## config.mk

```make
export PLATFORM = sky130hd
export DESIGN_NAME = feed_ingress_arbiter
export DESIGN_NICKNAME = d
export VERILOG_FILES = /design/src/rtl/mde_pkg.sv /design/src/rtl/rr_arbiter.sv /design/src/rtl/feed_ingress_arbiter.sv
export SDC_FILE = /design/constraint.sdc
export NUM_CORES = 1
export LEC_CHECK = 0
export CAP_MARGIN = 20
export CORE_AREA = 2 2 142 116
export CTS_BUF_LIST = sky130_fd_sc_hd__clkbuf_8 sky130_fd_sc_hd__clkbuf_16
export DETAILED_ROUTE_END_ITERATION = 16
export DIE_AREA = 0 0 144 118
export HOLD_SLACK_MARGIN = 0.03
export PLACE_DENSITY = 0.55
export SETUP_SLACK_MARGIN = 0.5
export SYNTH_ARGS = -nofsm -noshare
export SYNTH_HDL_FRONTEND = slang
export SYNTH_SLANG_ARGS = --single-unit
```

## constraint.sdc

```tcl
create_clock -name clk_sys -period 6.08 [get_ports clk_sys]
set_input_delay 0.912 -clock clk_sys [delete_from_list [all_inputs] [get_ports clk_sys]]
set_output_delay 0.912 -clock clk_sys [all_outputs]
set_load 0.02 [all_outputs]
```

## src/rtl/mde_pkg.sv

```systemverilog
// Shared types and constants for the market-data engine ingress path.
package mde_pkg;

    typedef enum logic [1:0] {
        ST_IDLE,
        ST_XFER,
        ST_FLUSH
    } state_t;

    localparam int MDE_NUM_SRC = 4;
    localparam int BYTE_W      = 8;

    function automatic int idx_width(input int n);
        return (n > 1) ? $clog2(n) : 1;
    endfunction

endpackage

```

## src/rtl/rr_arbiter.sv

```systemverilog
// Combinational round-robin pick: first requester strictly after ptr, wrapping.
// The pointer register is owned by the caller.
module rr_arbiter import mde_pkg::*; #(
    parameter int NUM_SRC = MDE_NUM_SRC,
    localparam int IDX_W  = idx_width(NUM_SRC)
) (
    input  logic [NUM_SRC-1:0] req,
    input  logic [IDX_W-1:0]   ptr,
    output logic [NUM_SRC-1:0] grant,
    output logic [IDX_W-1:0]   grant_idx,
    output logic               grant_vld
);

    logic [IDX_W-1:0] idx;

    always_comb begin
        grant     = '0;
        grant_idx = '0;
        grant_vld = 1'b0;
        idx       = ptr;
        for (int k = 0; k < NUM_SRC; k++) begin
            idx = (idx == IDX_W'(NUM_SRC - 1)) ? '0 : idx + IDX_W'(1);
            if (!grant_vld && req[idx]) begin
                grant_vld  = 1'b1;
                grant[idx] = 1'b1;
                grant_idx  = idx;
            end
        end
    end

endmodule

```

## src/rtl/feed_ingress_arbiter.sv

```systemverilog
// Whole-packet round-robin arbiter sharing the engine byte ingress among feed sources;
// a granted source that stalls mid-packet too long is aborted and flushed.
//
// state    | meaning
// ST_IDLE  | no packet owns the ingress; arbitrate among requesting sources
// ST_XFER  | granted source streams bytes to the engine; stall timer running
// ST_FLUSH | packet aborted; granted source drained to its last byte, bytes discarded
module feed_ingress_arbiter import mde_pkg::*; #(
    parameter int NUM_SRC = MDE_NUM_SRC,
    parameter int TIMEOUT = 256,
    parameter int CNT_W   = 32,
    localparam int IDX_W  = idx_width(NUM_SRC),
    localparam int TMR_W  = $clog2(TIMEOUT)
) (
    input  logic                      clk_sys,
    input  logic                      rst,
    input  logic [NUM_SRC*BYTE_W-1:0] src_data,
    input  logic [NUM_SRC-1:0]        src_valid,
    input  logic [NUM_SRC-1:0]        src_last,
    output logic [NUM_SRC-1:0]        src_ready,
    output logic [BYTE_W-1:0]         udp_data_out,
    output logic                      udp_valid_out,
    output logic                      udp_last_out,
    output logic                      udp_abort_out,
    input  logic                      udp_ready_in,
    output logic [IDX_W-1:0]          grant_id,
    output logic                      busy,
    output logic [CNT_W-1:0]          pkt_count,
    output logic [CNT_W-1:0]          abort_count
);

    localparam logic [TMR_W-1:0] TMR_LOAD = TMR_W'(TIMEOUT - 1);

    state_t              state;
    logic [IDX_W-1:0]    rr_ptr;
    logic [NUM_SRC-1:0]  grant_oh;
    logic [TMR_W-1:0]    idle_left;

    logic [NUM_SRC-1:0]  arb_oh;
    logic [IDX_W-1:0]    arb_idx;
    logic                arb_vld;

    logic [BYTE_W-1:0]   g_data;
    logic                g_valid;
    logic                g_last;
    logic                timer_exp;

    rr_arbiter #(.NUM_SRC(NUM_SRC)) u_rr_arbiter (
        .req       (src_valid),
        .ptr       (rr_ptr),
        .grant     (arb_oh),
        .grant_idx (arb_idx),
        .grant_vld (arb_vld)
    );

    always_comb begin
        g_data  = '0;
        g_valid = 1'b0;
        g_last  = 1'b0;
        for (int i = 0; i < NUM_SRC; i++) begin
            if (grant_id == IDX_W'(i)) begin
                g_data  = src_data[i*BYTE_W +: BYTE_W];
                g_valid = src_valid[i];
                g_last  = src_last[i];
            end
        end
    end

    // Expiry is the cycle the timer sits at zero with the source still idle.
    assign timer_exp = (state == ST_XFER) && !g_valid && (idle_left == '0);
    assign busy      = (state != ST_IDLE);

    always_comb begin
        udp_data_out  = '0;
        udp_valid_out = 1'b0;
        udp_last_out  = 1'b0;
        udp_abort_out = 1'b0;
        src_ready     = '0;
        case (state)
            ST_XFER: begin
                udp_data_out  = g_data;
                udp_valid_out = g_valid;
                udp_last_out  = g_valid & g_last;
                udp_abort_out = timer_exp;
                src_ready     = grant_oh & {NUM_SRC{udp_ready_in}};
            end
            ST_FLUSH: src_ready = grant_oh;
            default: ;
        endcase
    end

    always_ff @(posedge clk_sys or posedge rst) begin
        if (rst) begin
            state       <= ST_IDLE;
            grant_id    <= '0;
            grant_oh    <= '0;
            rr_ptr      <= IDX_W'(NUM_SRC - 1);
            idle_left   <= TMR_LOAD;
            pkt_count   <= '0;
            abort_count <= '0;
        end else begin
            case (state)
                ST_IDLE: begin
                    if (arb_vld) begin
                        grant_id  <= arb_idx;
                        grant_oh  <= arb_oh;
                        rr_ptr    <= arb_idx;
                        idle_left <= TMR_LOAD;
                        state     <= ST_XFER;
                    end
                end
                ST_XFER: begin
                    if (g_valid) begin
                        idle_left <= TMR_LOAD;
                        if (udp_ready_in && g_last) begin
                            pkt_count <= pkt_count + CNT_W'(1);
                            state     <= ST_IDLE;
                        end
                    end else if (idle_left == '0) begin
                        abort_count <= abort_count + CNT_W'(1);
                        state       <= ST_FLUSH;
                    end else begin
                        idle_left <= idle_left - TMR_W'(1);
                    end
                end
                ST_FLUSH: begin
                    if (g_valid && g_last) state <= ST_IDLE;
                end
                default: state <= ST_IDLE;
            endcase
        end
    end

endmodule

```

==> impl_metrics.py, run 1 <==
metrics = {
    "min_path": {
        "hp-class": "reg2reg",
    },
    "yosys": {
        "synthTopCellsByArea": "dfrtp_1, xnor2_1, dfstp_2",
        "ys_async_sr_fraction_pct": 100,
        "synth_top_area_share_pct": 39.3,
        "ys.flop_type": "dfrtp_1",
        "yosys.area.top_type": "dfrtp_1",
        "synth.avg_cell_area_um2": 10.2,
        "synth_area_um2": 4580,
        "synth_edf_count": 0,
        "yosysWarnings": 0,
        "ys_ff_latch": 82,
        "syn-num-nets": 508,
        "yosysUniqueCellTypes": 48,
        "synth_seq_area_share_pct": 45.1,
        "netlist_instances": 450,
    },
    "finish": {
        "fin_nets": 632,
        "drive_gt1_share_pct": 8.64,
        "utilization_pct": 41.1,
        "n_antenna_cell": 0,
        "area_growth_pct": 39.6,
        "fin_area_um2": 6390,
        "num-fill-cells": 1492,
    },
    "setup_path": {
        "crit_path_max_incr_delay_ps": 620,
        "end_kind": "primary output",
        "cp.arrival_ps": 3390,
        "r2r-end": "pkt_count[21]",
        "start_kind": "input port",
        "r2r-start": "grant_id[0]",
        "crit_start": "src_valid[2]",
        "critPathCapture": "udp_abort_out",
        "rrSetupSlack_ps": 3230,
        "path_max_fanout": 12,
        "crit_path_cell_trace": "clkdlybuf4s50_1 -> mux4_2 -> nand2b_1 -> nor2_1 -> buf_4 -> clkdlybuf4s50_1",
        "worst_path_max_delay_cell": "clkdlybuf4s50_1",
        "cpMostUsedCell": "clkdlybuf4s50_1",
        "reg2reg_depth": 5,
        "crit_type": "in2out",
        "required_ps": 5170,
    },
    "clocking": {
        "cts_sinks": 82,
        "cts_buffer_depth": 2,
        "post_cts_buffers": 0,
        "clockRootBuffer": "clkbuf_16",
        "cts_htree_levels": 3,
        "cts_resized": 0,
        "hold_buffers": 0,
        "cts_tree": "done",
        "numCtsBuffers": 9,
        "insertion_delay_ps": 340,
        "clkSlewWorstSetupHoldPaths_ps": 60,
    },
    "drt": {
        "wirelength_um": 11600,
        "wire_per_inst_um": 14.7,
        "via_per_inst": 4.84,
        "drtIter0Drc": 181,
        "antenna_left": 0,
        "drc": 0,
        "first_pass_iters": 5,
        "vias": 3844,
    },
    "floorplanning": {
        "ios": 125,
        "start_util_pct": 29.5,
        "die_area_um2": 17000,
        "die_x_um": 144,
        "die_h_um": 118,
        "std_cell_rows": 41,
        "coreArea_um2": 15500,
    },
    "run_status": {
        "outcome": "complete, no violations",
    },
    "sta": {
        "clock.fmax_mhz": 233,
        "grt_setup_unrepaired": "false",
        "setup_tns_ps": 0,
        "setup_viol": 0,
        "min_period_over_period_pct": 70.7,
        "fin_worst_skew_ps": 7.99,
        "relSlewSlack_pct": 44.1,
        "finalHoldViolations": 0,
        "worst_pin_slew_ps": 831,
        "drv_slew": 0,
        "setup_slack_ps": 1780,
        "period_minus_slack_ps": 4300,
    },
    "place": {
        "dp_slack_ps": 1760,
        "io_buffers": 124,
        "dp_hpwl_um": 8660,
        "dpl-instance-area_um2": 6050,
        "globalplace.congestion": 0.822,
    },
    "grt": {
        "antenna_found_initial": 0,
        "grt_util_all_layers_pct": 14.0,
        "overflow": 0,
        "grt_pass1_wl_um": 19100,
        "grt_pass1_vias": 3772,
        "grt_max_degree": 83,
    },
    "pwr": {
        "p_leak_nw": 2.65,
        "power_mw": 2.02,
        "ir_drop_v": 0.000163,
        "power.density_nw_per_um2": 317,
    },
    "run": {
        "cap_violations": 0,
    },
}
## power breakdown
group | internal [mW] | switching [mW]
logic | 0.356 | 0.417
registers | 0.604 | 0.0806
clock network | 0.334 | 0.233
total | 1.29 | 0.730
## metal layers
layer / vias to the layer above / routed length [µm] / track usage [%] / part of all wire (%)
met3: 15 / 489 / 3.25 / 4.2
met5: - / 0 / 0 / 0
met2: 89 / 5570 / 22.4 / 48
li1: 1850 / - / - / -
met1: 1890 / 5440 / 19.1 / 47
met4: 0 / 143 / 3.55 / 1.2
## sequential cells by signal, summed over array words and instances, names as in the netlist
signal and count:
state 2, rr_ptr 2, pkt_count 32, abort_count 32
grant_id 2, grant_oh 4, idle_left 8
## cell families after synthesis
group	after synthesis	synth area share, %
and+or+nand+nor	190	22.2
xor gates and xnor gates	62	11.9
AOI/OAI and AO/OA	51	7.32
muxes	16	6.56
DFF	82	45.1
buffers and inverters	34	2.87
adders and majority gates	15	4.10
## cells in the mapped netlist, drive strengths merged, types with 4 or more instances
library cell	n
inv	19
xnor2	40
and2	15
nand2	39
xor2	22
a21oi	13
and4	4
nor3	24
clkbuf	12
nand4	16
dfrtp	72
nand3	23
nor4	7
nor2	29
dfstp	10
nor2b	5
nand2b	6
and3	12
mux4	11
a221oi	4
o21ai	8
a31oi	11
ha	15
## cell usage in the layout (no fill, tap or decap), types with 11 or more instances in the layout
master and n:
a21oi_1 13, a31oi_1 11, and2_1 15, and3_1 12, clkdlybuf4s50_1 124, dfrtp_1 72
ha_1 15, inv_1 18, mux4_2 11, nand2_1 39, nand3_1 23, nand4_1 16
nor2_1 29, nor3_1 22, xnor2_1 40, xor2_1 22
## worst max-delay path, delay by kind of cell
| family | cells | cell delay, ps |
|---|---|---|
| buffers and inverters | 3 | 1410 |
| muxes | 1 | 620 |
| and+or+nand+nor | 2 | 450 |
## layout make-up
type / instances / area, µm² / area share [%]
multi-input combinational: 334 / 2380 / 37.3
inverter: 19 / 72.6 / 1.13
clock inverter: 6 / 75.1 / 1.17
tap: 215 / 269 / 4.21
timing repair buffer: 128 / 1290 / 20.2
sequential: 82 / 2060 / 32.3
clock buffer: 10 / 239 / 3.74
## per-stage QoR
stage | hold slack (ps) | std cells
2_1_floorplan | 502 | 450
3_3_place_gp | 463 | 777
3_5_place_dp | 472 | 777
4_1_cts | 480 | 793
5_1_grt | 501 | 794
6_report | 473 | 794
## worst min-delay path by stage
| stage | from | end | slack (ps) | cells after the start |
|---|---|---|---|---|
| 2_1_floorplan | idle_left[7] | idle_left[7] | 500 | 2 |
| 3_3_place_gp | pkt_count[31] | pkt_count[31] | 460 | 1 |
| 3_5_place_dp | pkt_count[31] | pkt_count[31] | 470 | 1 |
| 4_1_cts | pkt_count[31] | pkt_count[31] | 480 | 1 |
| 5_1_grt | pkt_count[31] | pkt_count[31] | 500 | 1 |
| 6_report | pkt_count[31] | pkt_count[31] | 470 | 1 |
Note: power is estimated with default switching activity, not from simulation.
==> run 2, diff against run 1 <==
--- a/config.mk
+++ b/config.mk
@@ -11,7 +11,7 @@
 export DETAILED_ROUTE_END_ITERATION = 16
 export DIE_AREA = 0 0 144 118
 export HOLD_SLACK_MARGIN = 0.03
-export PLACE_DENSITY = 0.55
+export PLACE_DENSITY = 0.57
 export SETUP_SLACK_MARGIN = 0.5
 export SYNTH_ARGS = -nofsm -noshare
 export SYNTH_HDL_FRONTEND = slang
==> constraint.sdc (replaced) <==
create_clock -name clk_sys -period 3.6 [get_ports clk_sys]
set_input_delay 0.54 -clock clk_sys [delete_from_list [all_inputs] [get_ports clk_sys]]
set_output_delay 0.54 -clock clk_sys [all_outputs]
set_load 0.02 [all_outputs]
==> impl_metrics.py, run 2 (same netlist as run 1, synthesis figures left out) <==
metrics = {
    "clocking": {
        "cts_sinks": 82,
        "post_cts_buffers": 0,
        "insertion_delay_ps": 330,
        "cts_htree_levels": 3,
        "numCtsBuffers": 9,
        "clockRootBuffer": "clkbuf_16",
        "cts_buffer_depth": 2,
        "clkSlewWorstSetupHoldPaths_ps": 60,
        "cts_tree": "done",
    },
    "floorplanning": {
        "ios": 125,
        "die_x_um": 144,
        "coreArea_um2": 15500,
        "die_area_um2": 17000,
        "die_h_um": 118,
        "std_cell_rows": 41,
        "start_util_pct": 29.5,
    },
    "run_status": {
        "outcome": "complete, no violations",
    },
    "sta": {
        "period_minus_slack_ps": 2950,
        "clock.fmax_mhz": 339,
        "worst_pin_slew_ps": 777,
        "relSlewSlack_pct": 47.7,
        "fin_worst_skew_ps": 8.30,
        "setup_viol": 0,
        "setup_tns_ps": 0,
        "drv_slew": 0,
        "grt_setup_unrepaired": "false",
        "finalHoldViolations": 0,
        "min_period_over_period_pct": 82.0,
    },
    "setup_path": {
        "start_kind": "register",
        "rrSetupSlack_ps": 1020,
        "r2r-end": "grant_oh[3]",
        "path_max_fanout": 7,
        "critPathCapture": "udp_last_out",
        "required_ps": 3060,
        "end_kind": "primary output",
        "r2r-start": "rr_ptr[0]",
        "reg2reg_depth": 5,
        "crit_type": "reg2out",
        "crit_start": "grant_id[0]",
        "cp.arrival_ps": 2410,
    },
    "finish": {
        "area_growth_pct": 40.5,
        "n_antenna_cell": 0,
        "fin_nets": 643,
        "utilization_pct": 41.4,
        "final_common_cell": "clkdlybuf4s50_1",
        "drive_gt1_share_pct": 10.7,
        "num-fill-cells": 1494,
        "largest_registers": "abort_count (32), pkt_count (32), idle_left (8)",
        "mostFrequentLayoutCells": "clkdlybuf4s50_1, dfrtp_1, xnor2_1",
    },
    "drt": {
        "vias": 3877,
        "first_pass_iters": 4,
        "drc": 0,
        "wirelength_um": 11900,
        "via_per_inst": 4.82,
        "antenna_left": 0,
        "drtIter0Drc": 240,
        "wire_per_inst_um": 14.8,
    },
    "place": {
        "globalplace.congestion": 0.861,
        "dp_hpwl_um": 9080,
        "io_buffers": 124,
    },
    "grt": {
        "antenna_found_initial": 0,
        "grt_pass1_vias": 3878,
        "grt_pass1_wl_um": 19900,
        "grt_max_degree": 35,
        "grt_util_all_layers_pct": 14.5,
        "overflow": 0,
    },
    "pwr": {
        "power_mw": 3.41,
        "ir_drop_v": 0.000236,
        "p_leak_nw": 2.69,
        "power.density_nw_per_um2": 529,
    },
    "run": {
        "cap_violations": 0,
    },
    "min_path": {
        "hp-class": "reg2reg",
    },
}
[run 2: how the worst min path moves through the flow]
stage	endpoint	cells past startpoint	slack, ps	start
6_report	pkt_count[31]	1	470	pkt_count[31]
5_1_grt	pkt_count[31]	1	500	pkt_count[31]
4_1_cts	pkt_count[31]	1	470	pkt_count[31]
3_5_place_dp	pkt_count[31]	1	460	pkt_count[31]
3_3_place_gp	pkt_count[31]	1	460	pkt_count[31]
2_1_floorplan	idle_left[7]	2	500	idle_left[7]
[run 2: cell type report]
class                      instances  area (µm²)  share of cell area, %
clock inverter                     6        50.0                  0.778
clock buffer                      10         239                   3.71
multi-input combinational        334        2390                   37.1
tap                              215         269                   4.18
timing repair buffer             139        1350                   21.0
sequential                        82        2060                   32.1
inverter                          19        72.6                   1.13
[run 2: stage by stage]
step	hold WS (ps)	area (µm²)	instances	setup slack, ps
finish	470	6440	805	649
global route	502	6440	805	516
CTS	474	6430	805	591
detailed placement	463	6140	789	501
global placement	458	6140	789	484
floorplan	502	4580	450	968
[run 2: routing by layer]
layer  global-route usage, %  up-vias  part of all wire [%]
met1                    19.8     1943                    47
li1                        -     1860                     -
met2                    23.4       68                    49
met5                       0        -                     0
met4                    3.80        0                  0.65
met3                    3.01        6                   3.5
[run 2: power breakdown]
group	internal [mW]	switching (mW)	total, mW
clock network	0.494	0.386	0.880
registers	1.02	0.0967	1.12
logic	0.641	0.767	1.41
total	2.16	1.25	3.41
[run 2: repair_timing]
item,CTS,global route
resized for setup,2,1
hold buffers,0,0
setup endpoints to repair,5,3
[run 2: worst max-delay path, cell delays in order, from the launching register on]
cell	delay (ps)
dfrtp_1	530
buf_4	250
mux4_2	550
and3_1	210
clkdlybuf4s50_1	540
